## config.mk

```make
export PLATFORM = sky130hd
export DESIGN_NAME = u409_cia_cycle_flat
export DESIGN_NICKNAME = d
export VERILOG_FILES = /design/src/rtl/u409_cia_cycle_if.sv /design/src/rtl/u409_cia_cycle.sv /design/src/flat_wrapper.sv
export SDC_FILE = /design/constraint.sdc
export NUM_CORES = 1
export LEC_CHECK = 0
export BUFFER_PORTS_ARGS = -buffer_cell sky130_fd_sc_hd__buf_2
export CAP_MARGIN = 20
export CELL_PAD_IN_SITES_DETAIL_PLACEMENT = 2
export CELL_PAD_IN_SITES_GLOBAL_PLACEMENT = 2
export CORE_MARGIN = 2
export CORE_UTILIZATION = 30
export CTS_CLUSTER_DIAMETER = 200
export DETAILED_ROUTE_END_ITERATION = 7
export PLACE_DENSITY = 0.71
export SYNTH_ARGS = -nofsm -noshare
export SYNTH_HDL_FRONTEND = slang
export SYNTH_SLANG_ARGS = --single-unit
```

## constraint.sdc

```tcl
create_clock -name CLK40 -period 2.7 [get_ports CLK40]
set_clock_uncertainty 0.1 [all_clocks]
set_input_delay 0.27 -clock CLK40 [delete_from_list [all_inputs] [get_ports CLK40]]
set_output_delay 0.27 -clock CLK40 [all_outputs]
set_load 0.1 [all_outputs]
```

## src/rtl/u409_cia_cycle_if.sv

```systemverilog
// Bus-side signal bundle for the CIA cycle sequencer.
// The master is the bus/CLK7 side; the slave is the sequencer itself.
interface u409_cia_cycle_if;
  logic CIA_SPACE;
  logic RnW;
  logic CLKCIA;
  logic CIA_ENABLE;
  logic DATA_LATCH;
  logic DRIVE_WR;
  logic TACK;
  logic TEA;
  logic BUSY;

  modport master (
    output CIA_SPACE, RnW, CLKCIA, CIA_ENABLE,
    input  DATA_LATCH, DRIVE_WR, TACK, TEA, BUSY
  );

  modport slave (
    input  CIA_SPACE, RnW, CLKCIA, CIA_ENABLE,
    output DATA_LATCH, DRIVE_WR, TACK, TEA, BUSY
  );
endinterface

```

## src/rtl/u409_cia_cycle.sv

```systemverilog
// CIA bus-cycle sequencer: aligns a CLK40 bus cycle to the asynchronous CIA E clock,
// producing the read-data latch strobe, write-driver enable, acknowledge and timeout error.
module u409_cia_cycle #(
  parameter int unsigned TIMEOUT = 200
) (
  input  logic            CLK40,
  input  logic            RESET,
  u409_cia_cycle_if.slave bus
);

  typedef enum logic [2:0] {
    IDLE,
    WAIT_SEL,
    WAIT_RISE,
    WAIT_FALL,
    ACK,
    RECOVER
  } state_e;

  localparam logic [7:0] LastCount = 8'(TIMEOUT - 1);

  state_e     state_q, state_d;
  logic [7:0] count_q, count_d;
  logic [1:0] e_sync_q, en_sync_q;
  logic       e_hist_q, en_hist_q;
  logic       latch_q, latch_d;
  logic       tack_q, tack_d;
  logic       tea_q, tea_d;
  logic       busy_q;

  logic e_rise, e_fall, en_seen;

  // NOTE: sequential state uses non-blocking assignments so every flop samples pre-edge values.
  always_ff @(posedge CLK40 or posedge RESET) begin
    if (RESET) begin
      e_sync_q  <= '0;
      en_sync_q <= '0;
      e_hist_q  <= 1'b0;
      en_hist_q <= 1'b0;
    end else begin
      e_sync_q  <= {e_sync_q[0], bus.CLKCIA};
      en_sync_q <= {en_sync_q[0], bus.CIA_ENABLE};
      e_hist_q  <= e_sync_q[1];
      en_hist_q <= en_sync_q[1];
    end
  end

  assign e_rise  =  e_sync_q[1] & ~e_hist_q;
  assign e_fall  = ~e_sync_q[1] &  e_hist_q;
  // Chip-select must be seen on two consecutive samples, rejecting a one-sample glitch.
  assign en_seen =  en_sync_q[1] & en_hist_q;

  always_comb begin
    // NOTE: every combinational output gets a default first so no path can infer a latch.
    state_d = state_q;
    count_d = count_q;
    latch_d = 1'b0;
    tack_d  = 1'b0;
    tea_d   = 1'b0;

    case (state_q)
      IDLE: begin
        count_d = '0;
        if (bus.CIA_SPACE) state_d = WAIT_SEL;
      end

      WAIT_SEL, WAIT_RISE, WAIT_FALL: begin
        if (count_q != 8'hFF) count_d = count_q + 8'd1;
        // Priority: abort, then a completing E fall (beats a coincident timeout), then timeout.
        if (!bus.CIA_SPACE) begin
          state_d = IDLE;
        end else if (state_q == WAIT_FALL && e_fall) begin
          latch_d = bus.RnW;
          state_d = ACK;
        end else if (count_q == LastCount) begin
          tea_d   = 1'b1;
          state_d = RECOVER;
        end else if (state_q == WAIT_SEL && en_seen) begin
          state_d = WAIT_RISE;
        end else if (state_q == WAIT_RISE && e_rise) begin
          state_d = WAIT_FALL;
        end
      end

      ACK: begin
        tack_d  = 1'b1;
        state_d = RECOVER;
      end

      RECOVER: begin
        if (!bus.CIA_SPACE) state_d = IDLE;
      end

      default: state_d = IDLE;
    endcase
  end

  always_ff @(posedge CLK40 or posedge RESET) begin
    if (RESET) begin
      state_q <= IDLE;
      count_q <= '0;
      latch_q <= 1'b0;
      tack_q  <= 1'b0;
      tea_q   <= 1'b0;
      busy_q  <= 1'b0;
    end else begin
      state_q <= state_d;
      count_q <= count_d;
      latch_q <= latch_d;
      tack_q  <= tack_d;
      tea_q   <= tea_d;
      busy_q  <= (state_d != IDLE);
    end
  end

  assign bus.DATA_LATCH = latch_q;
  assign bus.TACK       = tack_q;
  assign bus.TEA        = tea_q;
  assign bus.BUSY       = busy_q;
  // Combinational so the write drivers release in the very cycle CIA_SPACE drops.
  assign bus.DRIVE_WR   = bus.CIA_SPACE & ~bus.RnW &
                          (state_q inside {WAIT_SEL, WAIT_RISE, WAIT_FALL, ACK});

endmodule

```

## src/flat_wrapper.sv

```systemverilog
// flat-port wrapper written by rule: the top's interface ports become plain ports
module u409_cia_cycle_flat 
#(
  parameter int unsigned TIMEOUT = 200
)
  (CLK40, RESET, bus_CIA_SPACE, bus_RnW, bus_CLKCIA, bus_CIA_ENABLE, bus_DATA_LATCH, bus_DRIVE_WR, bus_TACK, bus_TEA, bus_BUSY);
  u409_cia_cycle_if bus_i ();
  input  logic CLK40;
  input  logic RESET;
  input wire logic [$bits(bus_i.CIA_SPACE)-1:0] bus_CIA_SPACE;
  input wire logic [$bits(bus_i.RnW)-1:0] bus_RnW;
  input wire logic [$bits(bus_i.CLKCIA)-1:0] bus_CLKCIA;
  input wire logic [$bits(bus_i.CIA_ENABLE)-1:0] bus_CIA_ENABLE;
  output wire logic [$bits(bus_i.DATA_LATCH)-1:0] bus_DATA_LATCH;
  output wire logic [$bits(bus_i.DRIVE_WR)-1:0] bus_DRIVE_WR;
  output wire logic [$bits(bus_i.TACK)-1:0] bus_TACK;
  output wire logic [$bits(bus_i.TEA)-1:0] bus_TEA;
  output wire logic [$bits(bus_i.BUSY)-1:0] bus_BUSY;
  assign bus_i.CIA_SPACE = bus_CIA_SPACE;
  assign bus_i.RnW = bus_RnW;
  assign bus_i.CLKCIA = bus_CLKCIA;
  assign bus_i.CIA_ENABLE = bus_CIA_ENABLE;
  assign bus_DATA_LATCH = bus_i.DATA_LATCH;
  assign bus_DRIVE_WR = bus_i.DRIVE_WR;
  assign bus_TACK = bus_i.TACK;
  assign bus_TEA = bus_i.TEA;
  assign bus_BUSY = bus_i.BUSY;
  u409_cia_cycle #(.TIMEOUT(TIMEOUT)) u_core (.CLK40(CLK40), .RESET(RESET), .bus(bus_i));
endmodule
```

=== After elaboration in Yosys (flattened, before gate mapping) ===
Cells that the tools add are included.

* Add/subtract/negate cells: 1
* Equal/unequal tests: 8
* Muxes and demuxes: 18
* Bitwise logic cells: 8
* Reduce and logical (&&, ||, !) cells: 9

{| class="wikitable"
|+ Operators with widths
! cell !! number
|-
| 2-to-1 mux 3 bit || 7
|-
| one-hot mux 8 bit (2 select lines) || 1
|-
| one-hot mux 3 bit (4 select lines) || 1
|-
| adder 8 x 1 -> 8 bit (second input constant) || 1
|-
| == test 8 bit (second input constant) || 1
|-
| 2-to-1 mux 1 bit || 8
|-
| 2-to-1 mux 8 bit || 1
|-
| != test 8 bit (second input constant) || 1
|-
| == test 3 x 2 -> 1 bit (second input constant) || 2
|-
| == test 3 bit (second input constant) || 2
|-
| bitwise AND 1 bit || 5
|-
| nonzero test 4 bit || 1
|-
| == test 3 x 1 -> 1 bit (second input constant) || 1
|-
| logical AND 1 bit || 3
|-
| zero test 3 bit || 1
|-
| NOT 1 bit || 3
|-
| nonzero test 3 bit || 1
|-
| OR reduction 3 bit || 1
|-
| != test 2 x 1 -> 1 bit (second input constant) || 1
|-
| AND reduction 2 bit || 1
|-
| nonzero test 2 bit || 1
|}

* Flip-flop bits (word level): 21
* Bits of input ports: 6
* Word-level logic and storage cells: 54

=== Depth between registers and ports, before layout ===
Gate-level depths: netlist of run 1.

* Word-level depth: 10
* Mapped depth: 5

=== Least setup slack after synthesis of run 1 ===
No wires, ideal clock.

* Kind: flip-flop to output port
* From: reg u_core.state_q[1]
* To: out bus_DRIVE_WR
* Arrival: 1735 ps
* Path slack: 595 ps
* Stages on the path, launching flop included: 5
* Cell sequence: dfrtp_1 -> or2_2 -> clkbuf_1 -> nand2_1 -> and4b_1

* Word-level cells in the longest chain between the ends: 3

{| class="wikitable"
|+ Ends and longest elaborated chain
! item !! RTL line !! RTL
|-
| from (decl) || u409_cia_cycle.sv:22 || <nowiki>state_e state_q, state_d;</nowiki>
|-
| from (signal assigned) || u409_cia_cycle.sv:107 || <nowiki>state_q <= state_d;</nowiki>
|-
| == test 3 x 1 -> 1 bit, or another cell as far along || u409_cia_cycle.sv:122 || <nowiki>(state_q inside {WAIT_SEL, WAIT_RISE, WAIT_FALL, ACK});</nowiki>
|-
| nonzero test 4 bit (*) || u409_cia_cycle.sv:122 ||
|-
| bitwise AND 1 bit (*) || u409_cia_cycle.sv:121 || <nowiki>assign bus.DRIVE_WR = bus.CIA_SPACE & ~bus.RnW &</nowiki>
|-
| to (decl) || flat_wrapper.sv:15 || <nowiki>output wire logic [$bits(bus_i.DRIVE_WR)-1:0] bus_DRIVE_WR;</nowiki>
|}

Every way passes the cells marked *; elsewhere a longest branch is shown, timed or not.

=== Worst setup path in the final report of run 1 ===
Same ends and word-level chain as after synthesis.

==> results.yml, run 1 <==
worst_setup_path:
  r2r-end: "u_core.bus.BUSY"
  r2r_setup_slack_ps: 660
  ff2ff_path_depth: 5
  cp-startpoint: "u_core.state_q[1]"
  cp.arrival_ps: 1880
  cp_max_fo: 7
  crit_path_max_incr_delay_ps: 460
  r2r_start: "u_core.count_q[0]"
  cp_top_family: "simple AND/OR/NAND/NOR gates"
  crit_buf_inv: 1
  crit_slowest_cell: "dfrtp_1"
  required_ps: 2330
  worstSetupPathType: "flip-flop to output pin"
  startpoint_type: "flip-flop"
  crit_chain: "or2_2 > nand2_1 > and4b_1 > buf_2"
  critPathCaptureType: "output pin"
logic_synthesis:
  synth_most_common_cell: "dfrtp_1"
  syn-cell-area_sq_um: 948
  netlist.area_leader.share: 0.554
  ys_warn_count: 0
  synth_cell_types: 31
  yosysTopAreaCell: "dfrtp_1"
  syn_nets: 102
  async_flop_share: 1.00
  syn_inst: 95
  synth_common_cells: "dfrtp_1, inv_1, nor2_1, nand3_1, a21oi_1"
  synth_area_leaders: "dfrtp_1, nand3_1, a21oi_1"
  ys.flop_type: "dfrtp_1"
  synth_edf_count: 0
  yosysSeqAreaShare: 0.554
  ys_ff_latch: 21
  avgSynthCellArea_sq_um: 9.98
clocking:
  worstSkewPairLatency_ps: 310
  cts_num_sinks: 21
  clk_pin_slew_ps: 120
  cts_tree: "yes"
  htree_num_levels: 1
  root_buffer: "clkbuf_4"
  cts_buffers: 3
  clockBufferDepth: 2
final_layout:
  fin_nets: 116
  synthToLayoutAreaGrowth_pct: 15.0
  diodes: 0
  regArea_sq_um: 526
  fin_cells: 152
  multi_input_area_sq_um: 369
  nFillCells: 343
  final_layout_size_suffix_gt1_frac: 0.157
die:
  die_width_um: 60.2
  die_h_um: 60.2
  dieArea_sq_um: 3630
  row_count: 20
  io_pins: 11
  initial_core_util: 0.313
  placeableCoreArea_sq_um: 3030
route:
  wl_per_cell_um: 15.7
  remaining_drc_errors: 0
  postRouteAntennaNets: 0
  drt_first_pass_iters: 2
  avgViaCountPerCell: 5.10
  drt_iter0_drc: 31
  drt-total-wl_um: 2390
  num_vias: 775
timing:
  min_period_over_period: 0.832
  drv_slew: 0
  hold_viol: 0
  timing.final.ws_setup_ps: 453
  finalSetupTns_ps: 0
  setup_viol: 0
  finalCriticalPeriod_ps: 2250
  worst_pin_slew_ps: 837
  max_slew_margin: 0.442
  rsz0062_at_grt: "no"
  fmax_mhz: 445
power:
  clockPowerShare: 0.237
  seqPwrFrac: 0.554
  static-leakage-power_nw: 0.543
  internal_power_mw: 0.436
  power_frac_comb: 0.209
  power_switching_mw: 0.212
  vdd_ir_drop_max_mv: 0.220
  switching_share: 0.327
  power.density_nw_per_um2: 594
place:
  io_buffers: 10
  hpwlAfterDp_um: 1790
  dp_cells: 146
  preCtsSetupSlack_ps: 665
  place_congestion: 0.753
run:
  maxCapViolations: 0
grt:
  grt_pass1_vias: 854
  grt_start_max_net_pins: 22
  grt.total_usage: 0.163
  antenna_found_initial: 0
  overflow: 0
  grt_pass1_wl_um: 4170
min_path:
  hp-class: "primary input to async pin"
run_status:
  outcome: "finished clean"
layout by cell type (no fill, tap or decap), types with 3 or more instances in the layout:
master	n
inv_1	8
or3_1	3
nor2_1	8
o21ai_0	4
nand4_1	3
a31oi_1	4
buf_2	10
dfrtp_1	21
nand3_1	7
a21oi_1	6
clkbuf_4	3
nand2_1	4
per-layer routing:
metal / GRT usage / vias to the layer above / part of all wire
met5: 0 / - / 0
li1: - / 362 / -
met2: 0.293 / 11 / 0.53
met4: 0.0762 / 0 / 0.023
met3: 0.0260 / 5 / 0.026
met1: 0.184 / 397 / 0.42
how the worst max path moves through the flow:
stage / endpoint / slack, ps / cells after the start
floorplan: bus_DRIVE_WR / 590 / 4
global placement: u_core.bus.BUSY / 750 / 5
detailed placement: u_core.bus.BUSY / 670 / 5
CTS: bus_DRIVE_WR / 430 / 4
global route: bus_DRIVE_WR / 370 / 4
finish: bus_DRIVE_WR / 450 / 4
power by group through the flow:
stage,clock (mW),combinational (mW),sequential [mW]
after floorplan,0,0.0777,0.382
after global placement,0,0.129,0.362
after detailed placement,0,0.136,0.366
after CTS,0.163,0.138,0.360
after global routing,0.173,0.153,0.364
final,0.154,0.136,0.359
registers in the layout (all words and copies together), names as in the netlist:
signal	count
u_core.count_q	8
u_core.state_q	3
u_core.e_sync_q	2
u_core.en_sync_q	2
u_core.bus.BUSY	1
u_core.bus.DATA_LATCH	1
u_core.bus.TACK	1
u_core.bus.TEA	1
u_core.e_hist_q	1
u_core.en_hist_q	1
cell families (layout without fill, tap and decap cells):
family,after synthesis,after routing,share of synthesized area
compound gates,21,21,0.139
fa+ha+maj,1,1,0.0132
buf+inv,13,26,0.0567
flops,21,21,0.554
mux,1,1,0.0106
simple gates,38,38,0.227
stage by stage:
step / total power, mW / instance area, sq um / hold slack [ps] / util
after floorplan: 0.460 / 948 / 147 / -
after global placement: 0.491 / 1040 / 233 / 0.345
after detailed placement: 0.502 / 1040 / 241 / 0.345
after CTS: 0.661 / 1090 / 23.5 / 0.360
after global routing: 0.690 / 1090 / 85.1 / 0.360
final: 0.648 / 1090 / 8.86 / 0.360
timing repair:
action	4_1_cts	5_1_grt
hold buffers	2	0
endpoints found under the hold margin	2	0
setup buffers	0	0
resized for setup	0	0
cell type report:
type | count | area share
clock buffer | 4 | 0.0241
inverter | 8 | 0.0275
multi-input combinational | 61 | 0.338
sequential | 21 | 0.482
tap | 44 | 0.0505
timing repair buffer | 14 | 0.0780
(Power assumes the default switching activity.)
==> run 2, diff against run 1 <==
--- a/config.mk
+++ b/config.mk
@@ -5,6 +5,7 @@
 export SDC_FILE = /design/constraint.sdc
 export NUM_CORES = 1
 export LEC_CHECK = 0
+export ABC_AREA = 1
 export BUFFER_PORTS_ARGS = -buffer_cell sky130_fd_sc_hd__buf_2
 export CAP_MARGIN = 20
 export CELL_PAD_IN_SITES_DETAIL_PLACEMENT = 2
@@ -13,7 +14,7 @@
 export CORE_UTILIZATION = 30
 export CTS_CLUSTER_DIAMETER = 200
 export DETAILED_ROUTE_END_ITERATION = 7
-export PLACE_DENSITY = 0.71
+export PLACE_DENSITY = 0.77
 export SYNTH_ARGS = -nofsm -noshare
 export SYNTH_HDL_FRONTEND = slang
 export SYNTH_SLANG_ARGS = --single-unit
==> constraint.sdc (replaced) <==
create_clock -name CLK40 -period 1.8 [get_ports CLK40]
set_clock_uncertainty 0.1 [all_clocks]
set_input_delay 0.18 -clock CLK40 [delete_from_list [all_inputs] [get_ports CLK40]]
set_output_delay 0.18 -clock CLK40 [all_outputs]
set_load 0.1 [all_outputs]
==> run 2 against run 1 <==
  * The flow now finishes with violations (negative hold slack, negative setup slack)
  * First-iteration DRC count shrank 29%
  * Worst setup slack got worse by 470 ps
  * Via count is 17% higher
  * Utilization rose by 3.6 points
  * Critical path type is now flip-flop to flip-flop
  * Largest power group unchanged
  * Highest routed layer unchanged
==> results.yml, run 2 <==
min_path:
  hp-class: "primary input to flip-flop"
die:
  placeableCoreArea_sq_um: 3310
  die_width_um: 62.3
  io_pins: 11
  die_h_um: 62.3
  initial_core_util: 0.308
  dieArea_sq_um: 3880
  row_count: 21
logic_synthesis:
  synth_most_common_cell: "nand2_1"
  syn-cell-area_sq_um: 1020
  ys.flop_type: "dfrtp_1"
  ys_warn_count: 0
  synth_cell_types: 22
  syn_nets: 129
  synth_common_cells: "nand2_1, dfrtp_1, inv_1, nor2_1, o21ai_0"
  netlist.area_leader.share: 0.515
  syn_inst: 122
  avgSynthCellArea_sq_um: 8.36
  synth_area_leaders: "dfrtp_1, nand2_1, inv_1"
  ys_ff_latch: 21
  yosysTopAreaCell: "dfrtp_1"
  yosysSeqAreaShare: 0.515
  async_flop_share: 1.00
  synth_edf_count: 0
place:
  preCtsSetupSlack_ps: 97.0
  hpwlAfterDp_um: 2020
  io_buffers: 10
  dpl_cell_area_sq_um: 1160
  place_congestion: 0.794
final_layout:
  layout_common_cells: "nand2_1, dfrtp_1, inv_1"
  diodes: 0
  synthToLayoutAreaGrowth_pct: 28.6
  layout_top_registers: "u_core.count_q x8, u_core.state_q x3"
  final_layout_size_suffix_gt1_frac: 0.284
  final_area_sq_um: 1310
  layout_commonest_cell: "nand2_1"
  nFillCells: 409
  fin_nets: 156
  largest_reg_flops: 8
  largest_register: "u_core.count_q"
timing:
  drv_slew: 0
  timing.final.ws_setup_ps: -14.5
  max_slew_margin: 0.675
  finalCriticalPeriod_ps: 1810
  hold_ws_ps: -11.6
  min_period_over_period: 1.01
  setup_viol: 1
  worst_pin_slew_ps: 491
  hold_viol: 1
  fmax_mhz: 551
  rsz0062_at_grt: "yes"
  finalSetupTns_ps: -14.5
route:
  avgViaCountPerCell: 4.65
  drt_first_pass_iters: 4
  postRouteAntennaNets: 0
  remaining_drc_errors: 0
  wl_per_cell_um: 15.5
  drt_iter0_drc: 22
  num_vias: 903
  drt-total-wl_um: 3020
clocking:
  worstSkewPairLatency_ps: 330
  cts_num_sinks: 21
  root_buffer: "clkbuf_4"
  clockBufferDepth: 2
  clk_pin_slew_ps: 130
  cts_tree: "yes"
  htree_num_levels: 1
  cts_buffers: 3
worst_setup_path:
  cp_max_fo: 8
  critPathCaptureType: "flip-flop"
  required_ps: 1920
  worstSetupPathType: "flip-flop to flip-flop"
  startpoint_type: "flip-flop"
  cp.arrival_ps: 1930
power:
  static-leakage-power_nw: 0.654
  power.density_nw_per_um2: 738
  vdd_ir_drop_max_mv: 0.245
  finalPower_mw: 0.967
grt:
  grt.total_usage: 0.149
  grt_start_max_net_pins: 22
  overflow: 0
  antenna_found_initial: 0
  grt_pass1_vias: 962
  grt_pass1_wl_um: 4560
run_status:
  outcome: "finished, violations left"
  violations: "negative hold slack, negative setup slack"
run:
  maxCapViolations: 0
[run 2: cell types whose count changed after synthesis, sizes merged, moves of 3 or more]
cell	change
nand2	+33
inv	+12
nor2	+9
a21oi	-3
a31oi	-3
clkbuf	-3
nand3	-3
or3	-3
[run 2: cell type report]
cell class | count | area [sq um] | area share
flip-flops and latches | 21 | 527 | 0.402
clock inverters | 1 | 7.51 | 0.00573
well taps | 46 | 57.6 | 0.0439
multi-input cells | 81 | 449 | 0.343
repair buffers | 22 | 163 | 0.124
inverters | 20 | 85.1 | 0.0649
clock buffers | 3 | 22.5 | 0.0172
[run 2: path summary, 6_finish.rpt]
check                               startpoint                     to  slack, ps  cells after the start
max in group asynchronous                RESET      u_core.state_q[2]       1060                      4
max reg2reg                  u_core.count_q[0]      u_core.count_q[2]        -10                      8
max                          u_core.count_q[0]      u_core.count_q[2]        -10                      8
min                                    bus_RnW  u_core.bus.DATA_LATCH        -10                      3
min reg2reg                u_core.en_sync_q[0]    u_core.en_sync_q[1]        270                      0
min in group asynchronous                RESET    u_core.en_sync_q[1]        300                      4
[run 2: kinds of logic (layout without fill, tap and decap cells)]
group / count (synthesis) / after routing / synth area share
adder cells (fa/ha/maj): 1 / 1 / 0.0123
AND/OR/NAND/NOR: 65 / 65 / 0.299
AO/OA/AOI/OAI: 13 / 13 / 0.0773
buffers and inverters: 20 / 46 / 0.0785
XOR/XNOR: 2 / 2 / 0.0172
flip-flops: 21 / 21 / 0.515
[run 2: critical path, cell delays in order (launching register included)]
cell and delay, ps:
dfrtp_1 460, ha_1 230, nand2_2 100, nor2_1 230, nand2_1 160, nand2_4 100
nand2_4 90, a21oi_1 160, nor2_1 70
[run 2: what timing repair did]
action                                  CTS  global route
hold endpoints to repair                 23             0
pin swaps                                 0             3
buffers inserted                          2             6
endpoints found under the setup margin    1             1
hold buffers                              3             0
cloned                                    0             0
gates resized for setup                   6             4
[run 2: through the flow]
step	utilization	std cells
after global placement	0.350	179
after floorplan	-	122
final	0.396	194
after CTS	0.376	188
after detailed placement	0.350	179
after global routing	0.396	194
[run 2: report_power, final]
part | total (mW) | internal, mW | switching, mW | leakage [nW]
Combinational | 0.199 | 0.0702 | 0.129 | 0.369
Sequential | 0.521 | 0.497 | 0.0233 | 0.272
Clock | 0.247 | 0.0853 | 0.162 | 0.0139
Total | 0.967 | 0.653 | 0.314 | 0.654
[run 2: routing by layer]
metal  wire (um)  track usage
met2        1600        0.265
met3          53       0.0236
met5           0            0
met4          51       0.0417
met1        1310        0.187
